`config.mk`:
```
export PLATFORM = sky130hd
export DESIGN_NAME = i2c_bus_resolver
export DESIGN_NICKNAME = d
export VERILOG_FILES = /design/src/rtl/i2c_bus_pkg.sv /design/src/rtl/i2c_line_filter.sv /design/src/rtl/i2c_bus_resolver.sv
export SDC_FILE = /design/constraint.sdc
export NUM_CORES = 1
export LEC_CHECK = 0
export CAP_MARGIN = 10
export CORE_MARGIN = 2
export CORE_UTILIZATION = 25
export DETAILED_ROUTE_END_ITERATION = 6
export PLACE_DENSITY = 0.45
export REMOVE_ABC_BUFFERS = 1
export SLEW_MARGIN = 5
export SYNTH_ARGS = -nofsm -noshare
export SYNTH_HDL_FRONTEND = slang
export SYNTH_SLANG_ARGS = --single-unit
```
`constraint.sdc`:
```
create_clock -name clk -period 1.8 [get_ports clk]
set_clock_uncertainty 0.1 [all_clocks]
set_input_delay 0.45 -clock clk [delete_from_list [all_inputs] [get_ports clk]]
set_output_delay 0.45 -clock clk [all_outputs]
set_load 0.01 [all_outputs]
```
`src/rtl/i2c_bus_pkg.sv`:
```
// i2c_bus_pkg: shared types and limits for the open-drain I2C bus model.
//   line_state_e : logical level of a resolved bus line
//   bus_event_t  : START / repeated START / STOP event bundle
//   MAX_AGENTS   : upper bound on drivers sharing the bus
//   MAX_FILT     : upper bound on the glitch-filter length (sizes its counter)
package i2c_bus_pkg;

   localparam int MAX_AGENTS = 16;
   localparam int MAX_FILT   = 15;

   typedef enum logic {
      LINE_LOW  = 1'b0,
      LINE_HIGH = 1'b1
   } line_state_e;

   typedef struct packed {
      logic start;
      logic rstart;
      logic stop;
   } bus_event_t;

endpackage

```
`src/rtl/i2c_line_filter.sv`:
```
// i2c_line_filter: two-flop synchroniser followed by a stability filter for
// one bus line. The filtered copy only follows the synchronised line after
// FILT_LEN consecutive samples disagree with it.
//   clk, rst_n : clock, async active-low reset (all flops reset to line high)
//   line_in    : raw resolved line
//   line_sync  : synchronised line
//   line_filt  : glitch-filtered line
module i2c_line_filter #(
   parameter int FILT_LEN = 3
) (
   input  logic clk,
   input  logic rst_n,
   input  logic line_in,
   output logic line_sync,
   output logic line_filt
);
   import i2c_bus_pkg::*;

   localparam int CW = $clog2(MAX_FILT + 1);

   logic          sync_0;
   logic [CW-1:0] stable_cnt;

   always_ff @(posedge clk or negedge rst_n) begin
      if (!rst_n) begin
         sync_0     <= LINE_HIGH;
         line_sync  <= LINE_HIGH;
         line_filt  <= LINE_HIGH;
         stable_cnt <= '0;
      end else begin
         sync_0    <= line_in;
         line_sync <= sync_0;
         if (line_sync == line_filt) begin
            stable_cnt <= '0;
         end else if (stable_cnt == CW'(FILT_LEN - 1)) begin
            // FILT_LEN-th disagreeing sample: accept the new level
            line_filt  <= line_sync;
            stable_cnt <= '0;
         end else begin
            stable_cnt <= stable_cnt + CW'(1);
         end
      end
   end

endmodule

```
`src/rtl/i2c_bus_resolver.sv`:
```
// i2c_bus_resolver: N-agent open-drain I2C bus model.
//   clk, rst_n          : clock, async active-low reset
//   scl_oe/scl_out      : per-agent SCL enable/value (oe=1,out=0 pulls low)
//   sda_oe/sda_out      : per-agent SDA enable/value
//   tx_active           : agent is sending data/address bits on SDA
//   arb_clr             : per-agent clear of arb_lost
//   scl_in/sda_in       : combinational wired-AND of the drivers
//   scl_filt/sda_filt   : synchronised, glitch-filtered lines
//   start_det/rstart_det/stop_det : registered one-cycle bus event pulses
//   bus_busy            : bus owned between START and STOP/idle timeout
//   arb_lost            : sticky per-agent arbitration loss
//   od_violation        : agent drove a line high while it was resolved low
module i2c_bus_resolver #(
   parameter int NUM_AGENTS      = 2,
   parameter int FILT_LEN        = 3,
   parameter int BUS_FREE_CYCLES = 32
) (
   input  logic                  clk,
   input  logic                  rst_n,
   input  logic [NUM_AGENTS-1:0] scl_oe,
   input  logic [NUM_AGENTS-1:0] scl_out,
   input  logic [NUM_AGENTS-1:0] sda_oe,
   input  logic [NUM_AGENTS-1:0] sda_out,
   input  logic [NUM_AGENTS-1:0] tx_active,
   input  logic [NUM_AGENTS-1:0] arb_clr,
   output logic                  scl_in,
   output logic                  sda_in,
   output logic                  scl_filt,
   output logic                  sda_filt,
   output logic                  start_det,
   output logic                  rstart_det,
   output logic                  stop_det,
   output logic                  bus_busy,
   output logic [NUM_AGENTS-1:0] arb_lost,
   output logic [NUM_AGENTS-1:0] od_violation
);
   import i2c_bus_pkg::*;

   localparam int FCW = $clog2(BUS_FREE_CYCLES);

   logic                  scl_sync, sda_sync;
   logic                  scl_filt_q, sda_filt_q, scl_sync_q;
   logic [FCW-1:0]        free_cnt;
   logic                  both_high, free_hit, scl_rise;
   logic [NUM_AGENTS-1:0] sda_release, rel_d1, rel_d2, tx_d1, tx_d2, arb_set;
   bus_event_t            evt_c;

   // Any enabled driver with out=0 pulls the line low; oe=1,out=1 is a release.
   assign scl_in = ~|(scl_oe & ~scl_out);
   assign sda_in = ~|(sda_oe & ~sda_out);

   i2c_line_filter #(.FILT_LEN(FILT_LEN)) u_scl_filt (
      .clk       (clk),
      .rst_n     (rst_n),
      .line_in   (scl_in),
      .line_sync (scl_sync),
      .line_filt (scl_filt)
   );

   i2c_line_filter #(.FILT_LEN(FILT_LEN)) u_sda_filt (
      .clk       (clk),
      .rst_n     (rst_n),
      .line_in   (sda_in),
      .line_sync (sda_sync),
      .line_filt (sda_filt)
   );

   // SCL must be high on both sides of the SDA edge, so simultaneous
   // SCL/SDA changes never qualify as an event.
   always_comb begin
      evt_c        = '0;
      evt_c.start  = scl_filt_q & scl_filt & sda_filt_q & ~sda_filt;
      evt_c.stop   = scl_filt_q & scl_filt & ~sda_filt_q & sda_filt;
      evt_c.rstart = evt_c.start & bus_busy;
   end

   assign both_high   = scl_filt & sda_filt;
   assign free_hit    = both_high && (free_cnt == FCW'(BUS_FREE_CYCLES - 1));
   assign sda_release = ~(sda_oe & ~sda_out);
   assign scl_rise    = scl_sync & ~scl_sync_q;
   // Intent and tx_active are delayed two cycles so they line up with sda_sync.
   assign arb_set     = {NUM_AGENTS{scl_rise & bus_busy & ~sda_sync}} & tx_d2 & rel_d2;

   always_ff @(posedge clk or negedge rst_n) begin
      if (!rst_n) begin
         scl_filt_q   <= LINE_HIGH;
         sda_filt_q   <= LINE_HIGH;
         scl_sync_q   <= LINE_HIGH;
         start_det    <= 1'b0;
         rstart_det   <= 1'b0;
         stop_det     <= 1'b0;
         bus_busy     <= 1'b0;
         free_cnt     <= '0;
         rel_d1       <= '1;
         rel_d2       <= '1;
         tx_d1        <= '0;
         tx_d2        <= '0;
         arb_lost     <= '0;
         od_violation <= '0;
      end else begin
         scl_filt_q <= scl_filt;
         sda_filt_q <= sda_filt;
         scl_sync_q <= scl_sync;
         start_det  <= evt_c.start;
         rstart_det <= evt_c.rstart;
         stop_det   <= evt_c.stop;

         // free_cnt saturates at the terminal value while the bus stays idle
         if (!both_high || evt_c.start)
            free_cnt <= '0;
         else if (!free_hit)
            free_cnt <= free_cnt + FCW'(1);

         if (evt_c.start)
            bus_busy <= 1'b1;
         else if (evt_c.stop || free_hit)
            bus_busy <= 1'b0;

         rel_d1 <= sda_release;
         rel_d2 <= rel_d1;
         tx_d1  <= tx_active;
         tx_d2  <= tx_d1;

         // a new loss wins over a clear arriving in the same cycle
         arb_lost <= arb_set | (arb_lost & ~arb_clr & ~{NUM_AGENTS{stop_det}});

         od_violation <= (scl_oe & scl_out & {NUM_AGENTS{~scl_in}}) |
                         (sda_oe & sda_out & {NUM_AGENTS{~sda_in}});
      end
   end

endmodule

```
==> out/summary.txt, run 1 <==
Outcome: completed
Hold Fails Final Rpt: 0
Pwr/cell area: 1216 nW/um^2
Synth cell types: 29
Initial Util: 0.2597
CP startpoint kind: primary input
Worst hold slack: 0.1025 ns
Seq pwr share: 0.503
Most frequent cells in the layout: dfrtp_1 (25), nor2_1 (17), dfstp_2 (13), clkdlybuf4s50_1 (11), buf_4 (10)
Final min period: 1.720 ns
Yosys top cell by area: dfrtp_1
Slowest stage delay, CP: 0.44 ns
Max cap viols: 0
First-pass GRT wire length: 4374 um
Crit-path slowest cell: clkdlybuf4s50_1
Pint: 1.689 mW
TritonRoute pass-1 iters: 3
Final routed DRC violation total: 0
Initial drt markers: 36
Clock buffer depth: 2
Die Area: 6378 um^2
Highest metal used: met4
DP Wirelength: 1773 um
Fill cells: 569
Largest net degree at the start of global routing: 39
Worst setup path category: primary input to output port
Overflow after GRT: 0
Chip height: 79.87 um
Diodes inserted: 0
Routed Antenna Nets: 0
Top-Level Pins: 26
Worst slew margin: 0.6884
Chip width: 79.87 um
Met2 wire length: 1231 um
Routed Wire Length: 2465 um
RD Place Congestion: 0.6770
FMAX: 0.5813 GHz
Sw frac: 0.2917
Power share of the combinational group: 0.250
Length of routed met3 wiring: 150 um
Routed len/inst: 11.05 um
Area grow syn2layout: 36.35%
Critical-path cell list: clkdlybuf4s50_1, a21oi_2, buf_2
Synth top area share: 0.4348
Sw Pwr: 0.6958 mW
Gr usage total: 0.09084
RSZ-0062 raised after global routing: no
Clock transition at the registers of the reported paths: 0.08 ns
# port buffers: 25
Mapped Cells: 109
M1 WL: 1049 um
Top cells by area, synth: dfrtp_1 (43%), dfstp_2 (24%), nor2_1 (4.4%), ha_1 (3.5%), xor2_1 (3.0%)
Period utilisation layout: 0.9557
Core Box Area: 5540 um^2
Crit end category: output port
Leading cell type in the layout, fill and taps excluded: dfrtp_1
Clk pwr share: 0.247
Vias in the first global route: 998
CTS Hold Bufs: 0
Register bit total from synthesis: 38
Clk sinks: 38
Synth warn: 0
Leak: 0.9186 nW
Final net count: 168
Critical Path AT: 1.17 ns
Slew @ Worst Pin: 0.4673 ns
Final WS setup: 0.07967 ns
# setup viols final: 0
Slew Limit Fails: 0
Synth Cell Area: 1439 um^2
CP Max Fanout: 2
Hold Crit Class: primary input to async pin
VDD IR max: 0.4697 mV
Root Driver: clkbuf_8
Number of buffers created by CTS: 5
CTS H-tree depth: 2
Place WS: -0.4870 ns
Initial antenna violation count: 0
Worst skew pair latency: 0.29 ns
Drt via density: 4.215
Sequential area share after synthesis: 0.6722
CTS tree: yes
Required time of the critical path: 1.25 ns
Vias: 940
Row Count: 27
Synth Area per Inst: 13.20 um^2
Share of post-route cells with drive strength above 1: 0.2649
[cell families (layout without fill, tap and decap cells)]
family,Yosys count,in the layout,synth area share
AND/OR/NAND/NOR,38,38,0.1365
multiplexers,5,5,0.03739
XOR/XNOR,9,9,0.05478
adder cells (fa/ha/maj),4,4,0.03478
buffers and inverters,4,46,0.01130
flip-flops,38,38,0.6722
AO/OA/AOI/OAI,11,11,0.05305
[sequential cells by signal, summed over array words and instances (netlist names)]
signal                 flops
free_cnt                   5
u_scl_filt.stable_cnt      4
u_sda_filt.stable_cnt      4
arb_lost                   2
od_violation               2
rel_d1                     2
rel_d2                     2
tx_d1                      2
tx_d2                      2
bus_busy                   1
rstart_det                 1
scl_filt_q                 1
scl_sync_q                 1
sda_filt_q                 1
start_det                  1
stop_det                   1
u_scl_filt.line_filt       1
u_scl_filt.line_sync       1
u_scl_filt.sync_0          1
u_sda_filt.line_filt       1
u_sda_filt.line_sync       1
u_sda_filt.sync_0          1
[worst max-delay path, delay by kind of cell]
family | cells | cell delay [ns]
buffers and inverters | 2 | 0.58
AOI/OAI and AO/OA | 1 | 0.14
[synthesized netlist by cell type]
| master | count |
|---|---|
| xnor2_1 | 4 |
| mux2i_1 | 2 |
| nand4b_1 | 1 |
| and2_1 | 2 |
| mux2_2 | 1 |
| inv_1 | 3 |
| a21boi_0 | 1 |
| a21o_1 | 1 |
| a211oi_1 | 1 |
| nor4b_2 | 1 |
| and3_1 | 1 |
| nor3b_1 | 1 |
| xor2_1 | 5 |
| a21oi_1 | 2 |
| dfstp_2 | 13 |
| mux2_1 | 2 |
| nand2_1 | 5 |
| dfrtp_1 | 25 |
| nor2b_1 | 2 |
| and4bb_1 | 1 |
| nand3_1 | 4 |
| nor2_1 | 17 |
| nand2b_1 | 2 |
| nand4_1 | 1 |
| a32o_1 | 2 |
| a211o_1 | 1 |
| o21ai_0 | 3 |
| buf_2 | 1 |
| ha_1 | 4 |
[what timing repair did]
action                                  in CTS  in global routing
pin swaps                                    0                  1
resized for setup                           19                  7
endpoints found under the setup margin       5                  2
buffers inserted                             1                  0
gates cloned                                 0                  0
[power by group through the flow]
stage	registers (mW)	clock network [mW]	logic, mW
detailed placement	1.22	0	0.625
finish	1.20	0.589	0.596
global route	1.23	0.655	0.674
global placement	1.21	0	0.608
CTS	1.20	0.616	0.608
floorplan	1.24	0	0.295
[worst paths after layout]
path                                               from                            endpoint  slack (ns)  depth (start not counted)
worst max-delay path                          scl_oe[0]                              scl_in        0.08                          3
worst min-delay path                              rst_n  u_sda_filt.stable_cnt[3]$_DFF_PN0_        0.10                          2
worst max register to register  free_cnt[0]$_DFFE_PN0P_             free_cnt[3]$_DFFE_PN0P_        0.09                          6
max in group asynchronous                         rst_n         u_scl_filt.sync_0$_DFF_PN1_        1.14                          2
min in group clk                     tx_d1[0]$_DFF_PN0_                  tx_d2[0]$_DFF_PN0_        0.25                          0
worst min register to register       tx_d1[0]$_DFF_PN0_                  tx_d2[0]$_DFF_PN0_        0.25                          0
[metrics by stage]
stage,TNS [ns],cells,utilization,power [mW],instance area [um^2]
after floorplan,0,108,-,1.537,1434
after detailed placement,-0.9697,214,0.3315,1.847,1837
after global placement,-0.9241,214,0.3315,1.817,1837
final,0,223,0.3541,2.385,1962
after global routing,0,223,0.3541,2.560,1962
after CTS,-0.08236,223,0.3503,2.429,1941
[routing by layer]
layer,GRT usage,vias to the layer above
met2,0.1462,22
met5,0,-
li1,-,447
met1,0.1044,464
met4,0.04068,0
met3,0.03959,7
[cell type report]
cell class	instances	area [um^2]	share of cell area
well taps	72	90.09	0.04592
clock inverters	1	5.005	0.002551
clock buffers	7	86.33	0.04401
multi-input cells	67	484.2	0.2468
inverters	3	11.26	0.005740
flip-flops and latches	38	967.2	0.4930
repair buffers	35	317.8	0.1620
Power figures use the tool's default switching activity.
==> inputs of run 2 (changes only) <==
Settings changed: HOLD_SLACK_MARGIN from default to 0.12.
==> run 2 against run 1 <==
  * First-iteration DRC count is 14% higher
  * Critical path type unchanged
  * Hold slack better by 0.15 ns
  * Via count is 0.43% higher
  * Maximum frequency stayed put
  * Power hardly changed
  * Register-to-register slack hardly changed
  * Sequential share of layout area is 0.25 points lower
  * Clock power hardly changed
  * Cell area is 0.51% higher
  * Setup slack stayed put
  * Non-clock buffer count is 1 higher
==> out/summary.txt, run 2 (synthesized netlist as in run 1, its figures left out) <==
Max cap viols: 0 (unchanged)
Worst slew margin: 0.6884 (unchanged)
HP Start: tx_d1[0]$_DFF_PN0_
Worst reg-to-reg path cell count: 6 (unchanged)
Initial antenna violation count: 0 (unchanged)
Vias in the first global route: 1000 (was 998)
Worst skew pair latency: 0.29 ns (about the same)
CTS H-tree depth: 2 (unchanged)
Drt via density: 4.214 (was 4.215)
Required time of the critical path: 1.25 ns (about the same)
Core Box Area: 5540 um^2 (unchanged)
Outcome: completed (unchanged)
Critical R2R Launch: free_cnt[0]$_DFFE_PN0P_ (unchanged)
Worst setup path category: primary input to output port (unchanged)
Share of post-route cells with drive strength above 1: 0.2632 (was 0.2649)
Fill cells: 570 (was 569)
Slew @ Worst Pin: 0.4673 ns (unchanged)
DP Wirelength: 1773 um (unchanged)
Initial drt markers: 41 (was 36)
Hold Crit Class: flip-flop to flip-flop (was primary input to async pin)
RSZ-0062 raised after global routing: no (unchanged)
Final net count: 169 (was 168)
CTS tree: yes (unchanged)
Slew Limit Fails: 0 (unchanged)
Pwr/cell area: 1210 nW/um^2 (was 1216 nW/um^2)
Clk sinks: 38 (unchanged)
Area grow syn2layout: 37.04% (was 36.35%)
Cell Area, Placed: 1837 um^2 (unchanged)
Hold Fails Final Rpt: 0 (unchanged)
Power share of the combinational group: 0.250 (about the same)
Chip height: 79.87 um (unchanged)
Number of buffers created by CTS: 5 (unchanged)
Clk pwr share: 0.247 (about the same)
Pint: 1.691 mW (was 1.689 mW)
Final WS setup: 0.07967 ns (unchanged)
Routed len/inst: 11.01 um (was 11.05 um)
Largest Register: free_cnt (unchanged)
TritonRoute pass-1 iters: 3 (unchanged)
# port buffers: 25 (unchanged)
Largest register FFs: 5 (unchanged)
Vias: 944 (was 940)
First-pass GRT wire length: 4388 um (was 4374 um)
Chip width: 79.87 um (unchanged)
Worst hold slack: 0.2501 ns (was 0.1025 ns)
Diodes inserted: 0 (unchanged)
Crit end category: output port (unchanged)
Final min period: 1.720 ns (unchanged)
VDD IR max: 0.4697 mV (about the same)
CP startpoint kind: primary input (unchanged)
Clock transition at the registers of the reported paths: 0.07 ns (was 0.08 ns)
Row Count: 27 (unchanged)
Die Area: 6378 um^2 (unchanged)
End of the worst register-to-register path: free_cnt[3]$_DFFE_PN0P_ (unchanged)
Seq pwr share: 0.503 (about the same)
Final routed DRC violation total: 0 (unchanged)
Worst R2R Setup Slack: 0.09 ns (about the same)
Overflow after GRT: 0 (unchanged)
CP Max Fanout: 2 (unchanged)
Root Driver: clkbuf_8 (unchanged)
Largest net degree at the start of global routing: 39 (unchanged)
Leak: 0.9227 nW (was 0.9186 nW)
Top-Level Pins: 26 (unchanged)
# setup viols final: 0 (unchanged)
Routed Antenna Nets: 0 (unchanged)
Fin cells: 224 (was 223)
RD Place Congestion: 0.6770 (unchanged)
Period utilisation layout: 0.9557 (unchanged)
Leading cell type in the layout, fill and taps excluded: dfrtp_1 (unchanged)
Final setup TNS: 0 ns (unchanged)
Sw frac: 0.2916 (was 0.2917)
Clock buffer depth: 2 (unchanged)
FMAX: 0.5813 GHz (unchanged)
Critical Path AT: 1.17 ns (about the same)
Sw Pwr: 0.6960 mW (was 0.6958 mW)
Gr usage total: 0.09108 (was 0.09084)
DP Cell Count: 214 (unchanged)
Place WS: -0.4870 ns (unchanged)
Final Cell Area: 1972 um^2 (was 1962 um^2)
Largest registers: free_cnt (5), u_scl_filt.stable_cnt (4), u_sda_filt.stable_cnt (4) (unchanged)
Hold endpoint: tx_d2[0]$_DFF_PN0_
Initial Util: 0.2597 (unchanged)
Routed Wire Length: 2467 um (was 2465 um)
Most frequent cells in the layout: dfrtp_1 (25), nor2_1 (17), dfstp_2 (13), clkdlybuf4s50_1 (11), buf_4 (10) (unchanged)
Hold path depth: 0
[run 2: cell count changes in the layout (fill, tap and decap cells not counted), sizes merged]
cell	delta
dlygate4sd3	+1
[run 2: repair_timing]
| item | 4_1_cts | 5_1_grt |
|---|---|---|
| endpoints found under the setup margin | 5 | 2 |
| gates resized for setup | 19 | 7 |
| hold endpoints to repair | 9 | 0 |
| hold buffers | 1 | 0 |
| setup buffers | 1 | 0 |
| pin swaps | 0 | 1 |
[run 2: routing by layer]
metal,routed length [um],part of all wire,GRT usage,vias up
met3,150,0.061,0.03959,7
met1,1052,0.43,0.1052,466
met5,0,0,0,-
met2,1231,0.50,0.1462,22
met4,33,0.013,0.04068,0
li1,-,-,-,449
[run 2: power by group through the flow]
stage / Clock, mW / Combinational [mW] / Sequential [mW]
detailed placement: 0 / 0.625 / 1.22
finish: 0.589 / 0.597 / 1.20
global route: 0.655 / 0.676 / 1.23
CTS: 0.616 / 0.610 / 1.20
floorplan: 0 / 0.295 / 1.24
global placement: 0 / 0.608 / 1.21
[run 2: how the worst max path moves through the flow]
| stage | start | slack, ns | endpoint |
|---|---|---|---|
| after CTS | scl_oe[1] | -0.08 | scl_in |
| after detailed placement | scl_oe[1] | -0.49 | scl_in |
| after global routing | free_cnt[0]$_DFFE_PN0P_ | 0.003 | free_cnt[3]$_DFFE_PN0P_ |
| after global placement | scl_oe[1] | -0.47 | scl_in |
| after floorplan | free_cnt[0]$_DFFE_PN0P_ | 0.20 | free_cnt[3]$_DFFE_PN0P_ |
| final | scl_oe[0] | 0.08 | scl_in |
[run 2: cell type report]
type                       count  area [um^2]  share of cell area
clock buffer                   7        86.33             0.04378
clock inverter                 1        5.005            0.002538
inverter                       3        11.26            0.005711
multi-input combinational     67        484.2              0.2456
sequential                    38        967.2              0.4905
tap                           72        90.09             0.04569
timing repair buffer          36        327.8              0.1662
[run 2: per-stage QoR]
step,power (mW),util
2_1_floorplan,1.537,-
3_3_place_gp,1.817,0.3315
3_5_place_dp,1.847,0.3315
4_1_cts,2.431,0.3521
5_1_grt,2.562,0.3559
6_report,2.387,0.3559
[run 2: worst max-delay path: stages]
cell and delay [ns]:
clkdlybuf4s50_1 0.44, a21oi_2 0.14, buf_2 0.14
